**config.mk**
```make
export PLATFORM = sky130hd
export DESIGN_NAME = w_sum_accumulator
export DESIGN_NICKNAME = d
export VERILOG_FILES = /design/src/rtl/w_dsp_pkg.sv /design/src/rtl/w_saturate.sv /design/src/rtl/w_sum_accumulator.sv
export SDC_FILE = /design/constraint.sdc
export NUM_CORES = 1
export LEC_CHECK = 0
export ABC_AREA = 1
export BUFFER_PORTS_ARGS = -buffer_cell sky130_fd_sc_hd__buf_4
export CAP_MARGIN = 20
export CORE_ASPECT_RATIO = 0.8
export CORE_UTILIZATION = 50
export DETAILED_ROUTE_END_ITERATION = 8
export PLACE_DENSITY = 0.76
export SETUP_SLACK_MARGIN = 0.4
export SYNTH_ARGS = -nofsm -noshare
export SYNTH_HDL_FRONTEND = slang
export SYNTH_SLANG_ARGS = --single-unit
```
**constraint.sdc**
```tcl
create_clock -name clk -period 1.6 [get_ports clk]
set_input_delay 0.32 -clock clk [delete_from_list [all_inputs] [get_ports clk]]
set_output_delay 0.32 -clock clk [all_outputs]
set_load 0.05 [all_outputs]
```
**src/rtl/w_dsp_pkg.sv**
```systemverilog
// rtl/w_dsp_pkg.sv - shared state encodings and width helper for the w_ datapath blocks
package w_dsp_pkg;

    typedef enum logic [1:0] {
        IDLE  = 2'd0,
        ACCUM = 2'd1,
        HOLD  = 2'd2
    } acc_state_t;

    // Smallest r with 2**r >= value; used only in constant contexts.
    function automatic int clog2(input int value);
        int r;
        r = 0;
        for (int i = 0; i < 31; i++) begin
            if ((1 << i) < value) r = i + 1;
        end
        return r;
    endfunction

endpackage

```
**src/rtl/w_saturate.sv**
```systemverilog
// rtl/w_saturate.sv - signed clip from IW to OW bits with a clip flag
module w_saturate #(
    parameter int IW = 12,
    parameter int OW = 10
) (
    input  logic signed [IW-1:0] in_val,
    output logic signed [OW-1:0] out_val,
    output logic                 sat
);

    generate
        if (OW >= IW) begin : g_extend
            assign out_val = OW'(in_val);
            assign sat     = 1'b0;
        end else begin : g_clip
            // Value fits iff every bit from the MSB down to the output sign bit agrees.
            logic [IW-OW:0] hi;
            assign hi      = in_val[IW-1:OW-1];
            assign sat     = ~((&hi) | ~(|hi));
            assign out_val = !sat ? in_val[OW-1:0] :
                             in_val[IW-1] ? {1'b1, {(OW-1){1'b0}}} :
                                            {1'b0, {(OW-1){1'b1}}};
        end
    endgenerate

endmodule

```
**src/rtl/w_sum_accumulator.sv**
```systemverilog
// rtl/w_sum_accumulator.sv - sums LEN signed adder samples and presents a saturated result
module w_sum_accumulator
    import w_dsp_pkg::*;
#(
    parameter int N   = 8,
    parameter int LEN = 4,
    parameter int OW  = N + 4
) (
    input  logic                 clk,
    input  logic                 rst_n,
    input  logic signed [N+1:0]  in_sum,
    input  logic                 in_valid,
    output logic                 in_ready,
    input  logic                 clr,
    output logic signed [OW-1:0] out_acc,
    output logic                 out_sat,
    output logic                 out_valid,
    input  logic                 out_ready
);

    localparam int AW = N + 2 + clog2(LEN);
    localparam int CW = clog2(LEN + 1);

    acc_state_t          state;
    logic signed [AW-1:0] acc;
    logic [CW-1:0]        count;
    logic signed [AW-1:0] sum_next;
    logic signed [OW-1:0] sat_val;
    logic                 sat_flag;
    logic                 accept;

    assign in_ready = (state != HOLD);
    assign accept   = in_valid & in_ready;
    assign sum_next = acc + AW'(in_sum);

    w_saturate #(.IW(AW), .OW(OW)) u_sat (
        .in_val  (sum_next),
        .out_val (sat_val),
        .sat     (sat_flag)
    );

    always_ff @(posedge clk or negedge rst_n) begin
        if (!rst_n) begin
            state     <= IDLE;
            acc       <= '0;
            count     <= '0;
            out_acc   <= '0;
            out_sat   <= 1'b0;
            out_valid <= 1'b0;
        end else if (clr) begin
            state     <= IDLE;
            acc       <= '0;
            count     <= '0;
            out_sat   <= 1'b0;
            out_valid <= 1'b0;
        end else begin
            case (state)
                IDLE, ACCUM: begin
                    if (accept) begin
                        acc   <= sum_next;
                        count <= count + 1'b1;
                        // The final beat goes straight into the output register.
                        if (count == CW'(LEN - 1)) begin
                            out_acc   <= sat_val;
                            out_sat   <= sat_flag;
                            out_valid <= 1'b1;
                            state     <= HOLD;
                        end else begin
                            state <= ACCUM;
                        end
                    end
                end
                HOLD: begin
                    if (out_ready) begin
                        out_valid <= 1'b0;
                        acc       <= '0;
                        count     <= '0;
                        state     <= IDLE;
                    end
                end
                default: state <= IDLE;
            endcase
        end
    end

endmodule
```
Yosys cells after proc, flatten, opt, wreduce, memory -nomap -nowiden --
Index checks and enable logic that the tools add are counted. Widths: inputs -> output; s select.
Operators by class: add/sub/neg operators 2, equal/unequal tests 7, multiplexer cells 22, bitwise logic cells 2, reductions and logical operators 11
Operators by type and width (number):
- $mux 12 | 3
- $pmux 12 s2 | 1
- $add 12x10->12 | 1
- $mux 3 | 3
- $ne 3x3->1 const B | 3
- $mux 1 | 8
- $mux 2 | 4
- $reduce_and 4->1 | 2
- $pmux 3 s2 | 1
- $reduce_and 3->1 | 2
- $reduce_bool 2->1 | 3
- $pmux 2 s2 | 1
- $add 3x1->3 const B | 1
- $eq 3x2->1 const B | 1
- $reduce_bool 3->1 | 1
- $eq 2x1->1 const B | 1
- $eq 2x2->1 const B | 1
- $logic_not 2->1 | 1
- $ne 2x2->1 const B | 1
- $pmux 1 s2 | 1
- $reduce_and 2->1 | 1
- $reduce_or 2->1 | 1
- $and 1x1->1 | 1
- $not 1->1 | 1
Storage, ports and cells: register bits 31, input port bits 15, output and inout bits 15

Depth between registers and ports, before layout --
Gate-level depths: netlist (run 1).
depth after elaboration 5, gate-level depth with buffers 10

Cells and area by module --
A second synthesis (run 1) with hierarchy kept.
Unflattened totals: cell total of the unflattened synthesis 280, area total of the unflattened synthesis 2078.2 µm²
Modules (own cells, without submodules):
- w_sum_accumulator | instances 1, cells each 266, area an instance 1976.9 µm²
- w_saturate | instances 1, cells each 14, area an instance 101.3 µm²

Worst setup path after synthesis (run 1) --
Ideal clock, no wire load.
path kind register -> register, start point reg acc[0], end point reg out_acc[6], setup time 118 ps, data arrival time 1459 ps, data required time 1482 ps, slack 23 ps, cell stages (with the launch flop) 10, path buffers 0, period minus slack after synthesis 1577 ps, cell sequence dfrtp_1 > ha_1 > inv_1 > fa_1 > nor2_1 > nor2_1 > o21ai_1 > nand2_1 > nand3_1 > nand2_1
On the way: word-level cells in the longest chain between the ends 1
Ends and longest elaborated chain:
- start: declaration | RTL line w_sum_accumulator.sv:25 | logic signed [AW-1:0] acc;
- start signal: assignment | RTL line w_sum_accumulator.sv:60 | acc <= sum_next;
- $add 12x10->12 | RTL line w_sum_accumulator.sv:34 | assign sum_next = acc + AW'(in_sum);
- end signal: assignment | RTL line w_sum_accumulator.sv:64 | out_acc <= sat_val;
- end: declaration | RTL line w_sum_accumulator.sv:15 | output logic signed [OW-1:0] out_acc,
Every way passes these cells. A chain may end at the register's enable or synchronous reset.

Final worst setup path (run 1) --
start point reg acc[3], end point reg out_acc[10]
The elaborated chain is that of the path after synthesis.

==> run_results.csv, run 1 <==
group,metric,value,unit
clock_tree,cts-buffers-inserted,5,
routing,wirelength_met1,2833,um
critical_path,reg2reg_from,"acc[3]",
grt,groute.usage.overall,30.65,%
floorplanning,fp.dieH,56.43,um
final_layout,drive_gt1_share,51.44,%
grt,antenna_found_initial,0,
timing,finalSetupViolCount,13,
routing,drc_errors,0,
synthesis,synth_area_leader_cell,"dfrtp_1",
synthesis,ys_async_sr_fraction,100.0,%
timing,hold_viol,0,
critical_path,r2r_setup_slack,-0.10,ns
status,violations,"setup timing",
placement,dp_cells,320,
synthesis,ys_top_cells_by_count,"nand2_1 (97), dfrtp_1 (30), inv_1 (25)",
synthesis,syn_inst,246,
routing,met3RoutedLength,715,um
timing,tns,-0.4943,ns
final_layout,insertedDiodeCount,0,
clock_tree,cts_tree,"done",
worst_hold_path,min_from,"out_ready",
flow_run,maxCapViolCount,0,
power_and_ir_drop,ir_drop,1014,uV
critical_path,timing.rr.end,"out_acc[10]",
synthesis,synth_area_leaders,"dfrtp_1 (41%), nand2_1 (20%), ha_1 (8.8%)",
floorplanning,dieWidth,70.04,um
grt,gr-total-overflow,0,
critical_path,crit_type,"flop to flop",
synthesis,synth_area_per_cell,7.528,um2
placement,hpwl,3154,um
synthesis,ys.flop_type,"dfrtp_1",
critical_path,reg2regPathDepth,10,
timing,finalCriticalPeriod,1.701,ns
routing,vias,2181,
grt,grt_pass1_wl,9121,um
critical_path,cp.required,1.77,ns
routing,top_layer,"met4",
placement,place_congestion,0.8634,
clock_tree,path_clk_slew,0.07,ns
grt,grt_max_degree,31,
synthesis,yosysMostFrequentCell,"nand2_1",
routing,viasPerCell,6.144,
routing,drt_first_iter_violations,335,
clock_tree,cts.sinks,30,
final_layout,num-nets-final,341,
floorplanning,core,3495,um2
clock_tree,cts_max_level,2,
routing,wl_per_cell,21.35,um
routing,firstDrtPassIters,6,
synthesis,synth_seq_cells,30,
final_layout,syn_to_final_growth,65.27,%
timing,fmax,587.9,MHz
floorplanning,start_util,52.99,%
synthesis,synth_cell_types,28,
timing,setup_ws,-0.1010,ns
synthesis,yosysTopAreaCellShare,40.54,%
worst_hold_path,hold_depth,4,
critical_path,cp-start-kind,"flop",
synthesis,mappedNetlistArea,1852,um2
final_layout,final_core_util,87.58,%
floorplanning,dieArea,3952,um2
timing,finalMaxSlewViolations,0,
worst_hold_path,whs_endpoint,"state[1]",
timing,fin_crit_sh,106.3,%
critical_path,crit_fanout,4,
routing,ant_nets,0,
placement,numPortBuffers,28,
synthesis,synth_edf_count,0,
timing,rsz0062_at_grt,"true",
floorplanning,placementRows,19,
synthesis,synthesis.nets,275,
final_layout,final_cells,355,
critical_path,end_kind,"flop",
power_and_ir_drop,power.density,1687,nW/um2
worst_hold_path,holdCritPathClass,"primary input to flop",
power_and_ir_drop,leakage,1.545,nW
critical_path,arrival,1.87,ns
clock_tree,cts-root-buf,"clkbuf_8",
synthesis,ys_warn_count,0,
clock_tree,cts_max_path_buffers,2,
clock_tree,clock_latency,0.29,ns
timing,clock_skew,0.006288,ns
routing,wl_met2,3354,um
routing,drt_wl_total,7578,um
floorplanning,io_pins,30,
grt,grt_pass1_vias,1860,
status,status,"complete, but fails checks",
synthesis,yosysSeqAreaShare,40.54,%
## power by group
group          leakage, nW  internal [W]  switching (W)
logic                 1.11       0.00129        0.00196
registers            0.389       0.00101       0.000250
clock network       0.0482      0.000347       0.000303
## cell type report
cell class	instances	area, um2
fill	161	434.2
multi-input combinational	184	1469
clock inverter	1	5.005
tap	42	52.55
inverter	31	136.4
timing repair buffer	60	559.3
clock buffer	7	86.33
sequential	30	752.0
## kinds of logic (layout without fill, tap and decap cells)
group                    count (synthesis)  count (layout)  share of synthesized area [%]
AND/OR/NAND/NOR                        142             144                          32.70
buffers and inverters                   34              99                          7.567
flip-flops                              30              30                          40.54
AO/OA/AOI/OAI                           19              19                          6.217
adder cells (fa/ha/maj)                 14              14                          9.865
XOR/XNOR                                 5               5                          2.365
other                                    1               1                         0.2025
multiplexers                             1               1                         0.5406
## through the flow
step	setup slack (ns)	cell area (um2)	total power, W	hold slack, ns
final	-0.1010	3060	0.005162	0.3427
after global routing	-0.1247	3060	0.005339	0.3517
after CTS	0.007393	2769	0.004425	0.3259
after global placement	-0.06015	2315	0.003359	0.2744
after floorplan	0.09670	2029	0.002782	0.02441
after detailed placement	-0.08279	2315	0.003402	0.2713
## routing by layer
| layer | track usage (%) | vias up |
|---|---|---|
| met2 | 46.43 | 191 |
| met4 | 15.43 | 0 |
| met5 | 0 | - |
| met3 | 5.925 | 81 |
| li1 | - | 913 |
| met1 | 41.98 | 996 |
## worst max-delay path by stage
stage | end | slack [ns] | start
after floorplan | out_acc[6] | 0.1 | acc[0]
after global placement | out_acc[6] | -0.06 | in_sum[0]
after detailed placement | acc[6] | -0.08 | in_sum[0]
after CTS | out_acc[6] | 0.007 | acc[0]
after global routing | acc[6] | -0.12 | acc[0]
final | out_acc[10] | -0.10 | acc[3]
## flip-flops by register name (all words and copies together), names as in the netlist
name and count:
out_acc 12, acc 12, out_valid 1, state 2, count 3
## worst max-delay path, cell delays in order (launching register included)
cell and delay (ns):
dfrtp_1 0.42, ha_4 0.31, nand2_1 0.05, nand2_1 0.15
nand2_1 0.09, nand2_1 0.10, nand2_1 0.10, nand3_1 0.13
nand2_2 0.08, nand3_2 0.07, nand2_1 0.08
## cells in the final DEF (no fill, tap or decap), types with 3 or more instances in the layout
master     n
nand4_1    3
o21ai_2    8
nand3b_1   3
nand3_2    9
inv_4      3
inv_1     19
buf_6     21
nand3_1    8
nand2_2   19
nor2_4     8
nor2_1     5
clkbuf_8   6
buf_4     35
o21ai_1    3
nand2_1   71
ha_4      13
nor2_2     5
nand2_4    7
dfrtp_1   29
inv_2      7
## repair_timing
item,in CTS,in global routing
setup endpoints to repair,31,40
resized for setup,48,63
buffers inserted,14,10
hold endpoints to repair,30,0
pin swaps,33,35
hold buffers,1,0
cloned,2,0
Note: power is estimated with default switching activity, not from simulation.
==> run 2: changes to the inputs <==
--- a/config.mk
+++ b/config.mk
@@ -9,9 +9,9 @@
 export BUFFER_PORTS_ARGS = -buffer_cell sky130_fd_sc_hd__buf_4
 export CAP_MARGIN = 20
 export CORE_ASPECT_RATIO = 0.8
-export CORE_UTILIZATION = 50
+export CORE_UTILIZATION = 56
 export DETAILED_ROUTE_END_ITERATION = 8
-export PLACE_DENSITY = 0.76
+export PLACE_DENSITY = 0.8
 export SETUP_SLACK_MARGIN = 0.4
 export SYNTH_ARGS = -nofsm -noshare
 export SYNTH_HDL_FRONTEND = slang
==> constraint.sdc (replaced) <==
create_clock -name clk -period 1.9 [get_ports clk]
set_input_delay 0.38 -clock clk [delete_from_list [all_inputs] [get_ports clk]]
set_output_delay 0.38 -clock clk [all_outputs]
set_load 0.05 [all_outputs]
==> run_results.csv, run 2 (synthesized netlist as in run 1, its figures left out) <==
group,metric,value,unit
routing,ant_nets,0,
timing,finalMaxSlewViolations,0,
grt,antenna_found_initial,0,
final_layout,reg_top3,"acc (12), out_acc (12), count (3)",
clock_tree,clock_latency,0.29,ns
routing,wl_per_cell,16.95,um
clock_tree,cts_tree,"done",
placement,place_congestion,0.8480,
floorplanning,core,3108,um2
clock_tree,cts-root-buf,"clkbuf_8",
routing,firstDrtPassIters,5,
final_layout,layout_common_cells,"nand2_1 (85), buf_4 (39), dfrtp_1 (30)",
routing,viasPerCell,5.845,
critical_path,cp-start-kind,"flop",
final_layout,final_common_cell,"nand2_1",
clock_tree,cts.sinks,30,
critical_path,crit_type,"flop to flop",
grt,grt_pass1_vias,1627,
final_layout,drive_gt1_share,35.52,%
critical_path,cp.required,2.08,ns
power_and_ir_drop,p_int,0.002070,W
floorplanning,dieWidth,66.29,um
power_and_ir_drop,seqPwrFrac,26.6,%
timing,finalCriticalPeriod,1.623,ns
grt,grt_max_degree,31,
placement,hpwl,3053,um
critical_path,reg2reg_from,"acc[3]",
final_layout,insertedDiodeCount,0,
critical_path,reg2regPathDepth,8,
floorplanning,start_util,59.58,%
critical_path,critPathLaunch,"acc[3]",
timing,clock_skew,0.004778,ns
floorplanning,fp.dieH,53.44,um
routing,drt_first_iter_violations,170,
critical_path,crit_fanout,4,
placement,numPortBuffers,28,
critical_path,critPathSlowestCell,"dfrtp_1",
clock_tree,cts_max_level,2,
power_and_ir_drop,p_comb_share,57.8,%
grt,gr-total-overflow,0,
power_and_ir_drop,leakage,1.322,nW
flow_run,maxCapViolCount,0,
timing,tns,0,ns
status,status,"finished, final reports clean",
worst_hold_path,holdCritPathClass,"primary input to asynchronous set/reset pin",
placement,dp_cells,312,
timing,finalSetupViolCount,0,
critical_path,cp_slowest_stage_delay,0.41,ns
floorplanning,placementRows,18,
timing,hold_viol,0,
final_layout,syn_to_final_growth,38.99,%
routing,drc_errors,0,
floorplanning,dieArea,3542,um2
critical_path,end_kind,"flop",
final_layout,final_cells,330,
power_and_ir_drop,power_switching_share,45.84,%
timing,rsz0062_at_grt,"true",
timing,fin_crit_sh,85.42,%
critical_path,path_cells,"ha_4 > nand2_1 > nand2_1 > nor2_4 > o21ai_2 > or2_1 > nand3_1 > nand2_1",
critical_path,arrival,1.80,ns
grt,groute.usage.overall,29.19,%
grt,grt_pass1_wl,7300,um
timing,fmax,616.2,MHz
clock_tree,cts_max_path_buffers,2,
power_and_ir_drop,ir_drop,1027,uV
floorplanning,io_pins,30,
power_and_ir_drop,netSwitchingPower,0.001752,W
clock_tree,path_clk_slew,0.06,ns
power_and_ir_drop,power.clock.fraction,15.6,%
clock_tree,cts-buffers-inserted,5,
power_and_ir_drop,power.density,1485,nW/um2
routing,vias,1929,
final_layout,num-nets-final,318,
critical_path,crit_top_cell,"nand2_1",
routing,drt_wl_total,5592,um
[run 2: cell types whose count changed in the layout (fill, tap and decap cells not counted), sizes merged]
cell | before | now
buf | 59 | 39
clkinv | 2 | 0
clkbuf | 7 | 8
dlygate4sd3 | 1 | 0
inv | 30 | 31
nand2 | 99 | 98
nor2 | 18 | 17
[run 2: final timing paths]
check / end / slack, ns
setup / recovery: acc[6] / 0.28
hold reg to reg: out_acc[0] / 0.47
min in group clk: acc[0] / 0.41
setup reg to reg: acc[6] / 0.28
max in group asynchronous: acc[6] / 1.61
hold / removal: out_acc[4] / 0.01
[run 2: final cells by class]
| type | instances | area, um2 |
|---|---|---|
| Clock buffer | 8 | 110.1 |
| Multi-Input combinational cell | 182 | 1251 |
| Sequential cell | 30 | 750.7 |
| Inverter | 31 | 118.9 |
| Fill cell | 191 | 534.3 |
| Timing Repair Buffer | 39 | 292.8 |
| Tap cell | 40 | 50.05 |
[run 2: critical path: cells and delay by family (launching register included)]
kind	cells	cell delay (ns)
fa+ha+maj	1	0.26
simple gates	6	0.78
compound gates	1	0.07
flops	1	0.41
[run 2: metrics by stage]
stage / utilization [%] / worst slack, ns / total power, W / hold WS, ns / area (um2)
6_report: 82.81 / 0.2770 / 0.003822 / 0.01454 / 2574
3_5_place_dp: 68.56 / 0.1463 / 0.002631 / 0.3301 / 2131
5_1_grt: 82.81 / 0.1968 / 0.004034 / 0.04216 / 2574
3_3_place_gp: 68.56 / 0.1834 / 0.002584 / 0.3284 / 2131
2_1_floorplan: - / 0.4108 / 0.002203 / 0.08441 / 1887
4_1_cts: 76.21 / 0.2846 / 0.003404 / 0.02243 / 2369
[run 2: timing repair]
item	4_1_cts	5_1_grt
gates resized for setup	14	35
endpoints found under the hold margin	0	0
pin swaps	4	13
endpoints found under the setup margin	15	24
buffers inserted	4	6
hold buffers	0	0
[run 2: routing by layer]
layer / vias up / track usage (%) / share of wire (%)
met3: 35 / 8.405 / 8.2
met1: 911 / 37.90 / 41
met2: 121 / 47.28 / 47
li1: 862 / - / -
met4: 0 / 8.511 / 4.5
met5: - / 0 / 0
[run 2: power groups by stage]
| stage | clock (W) | sequential (W) | combinational [W] |
|---|---|---|---|
| after floorplan | 0 | 0.00135 | 0.000851 |
| after global placement | 0 | 0.000982 | 0.00160 |
| after detailed placement | 0 | 0.000987 | 0.00164 |
| after CTS | 0.000606 | 0.00101 | 0.00179 |
| after global routing | 0.000640 | 0.00104 | 0.00236 |
| final | 0.000596 | 0.00102 | 0.00221 |
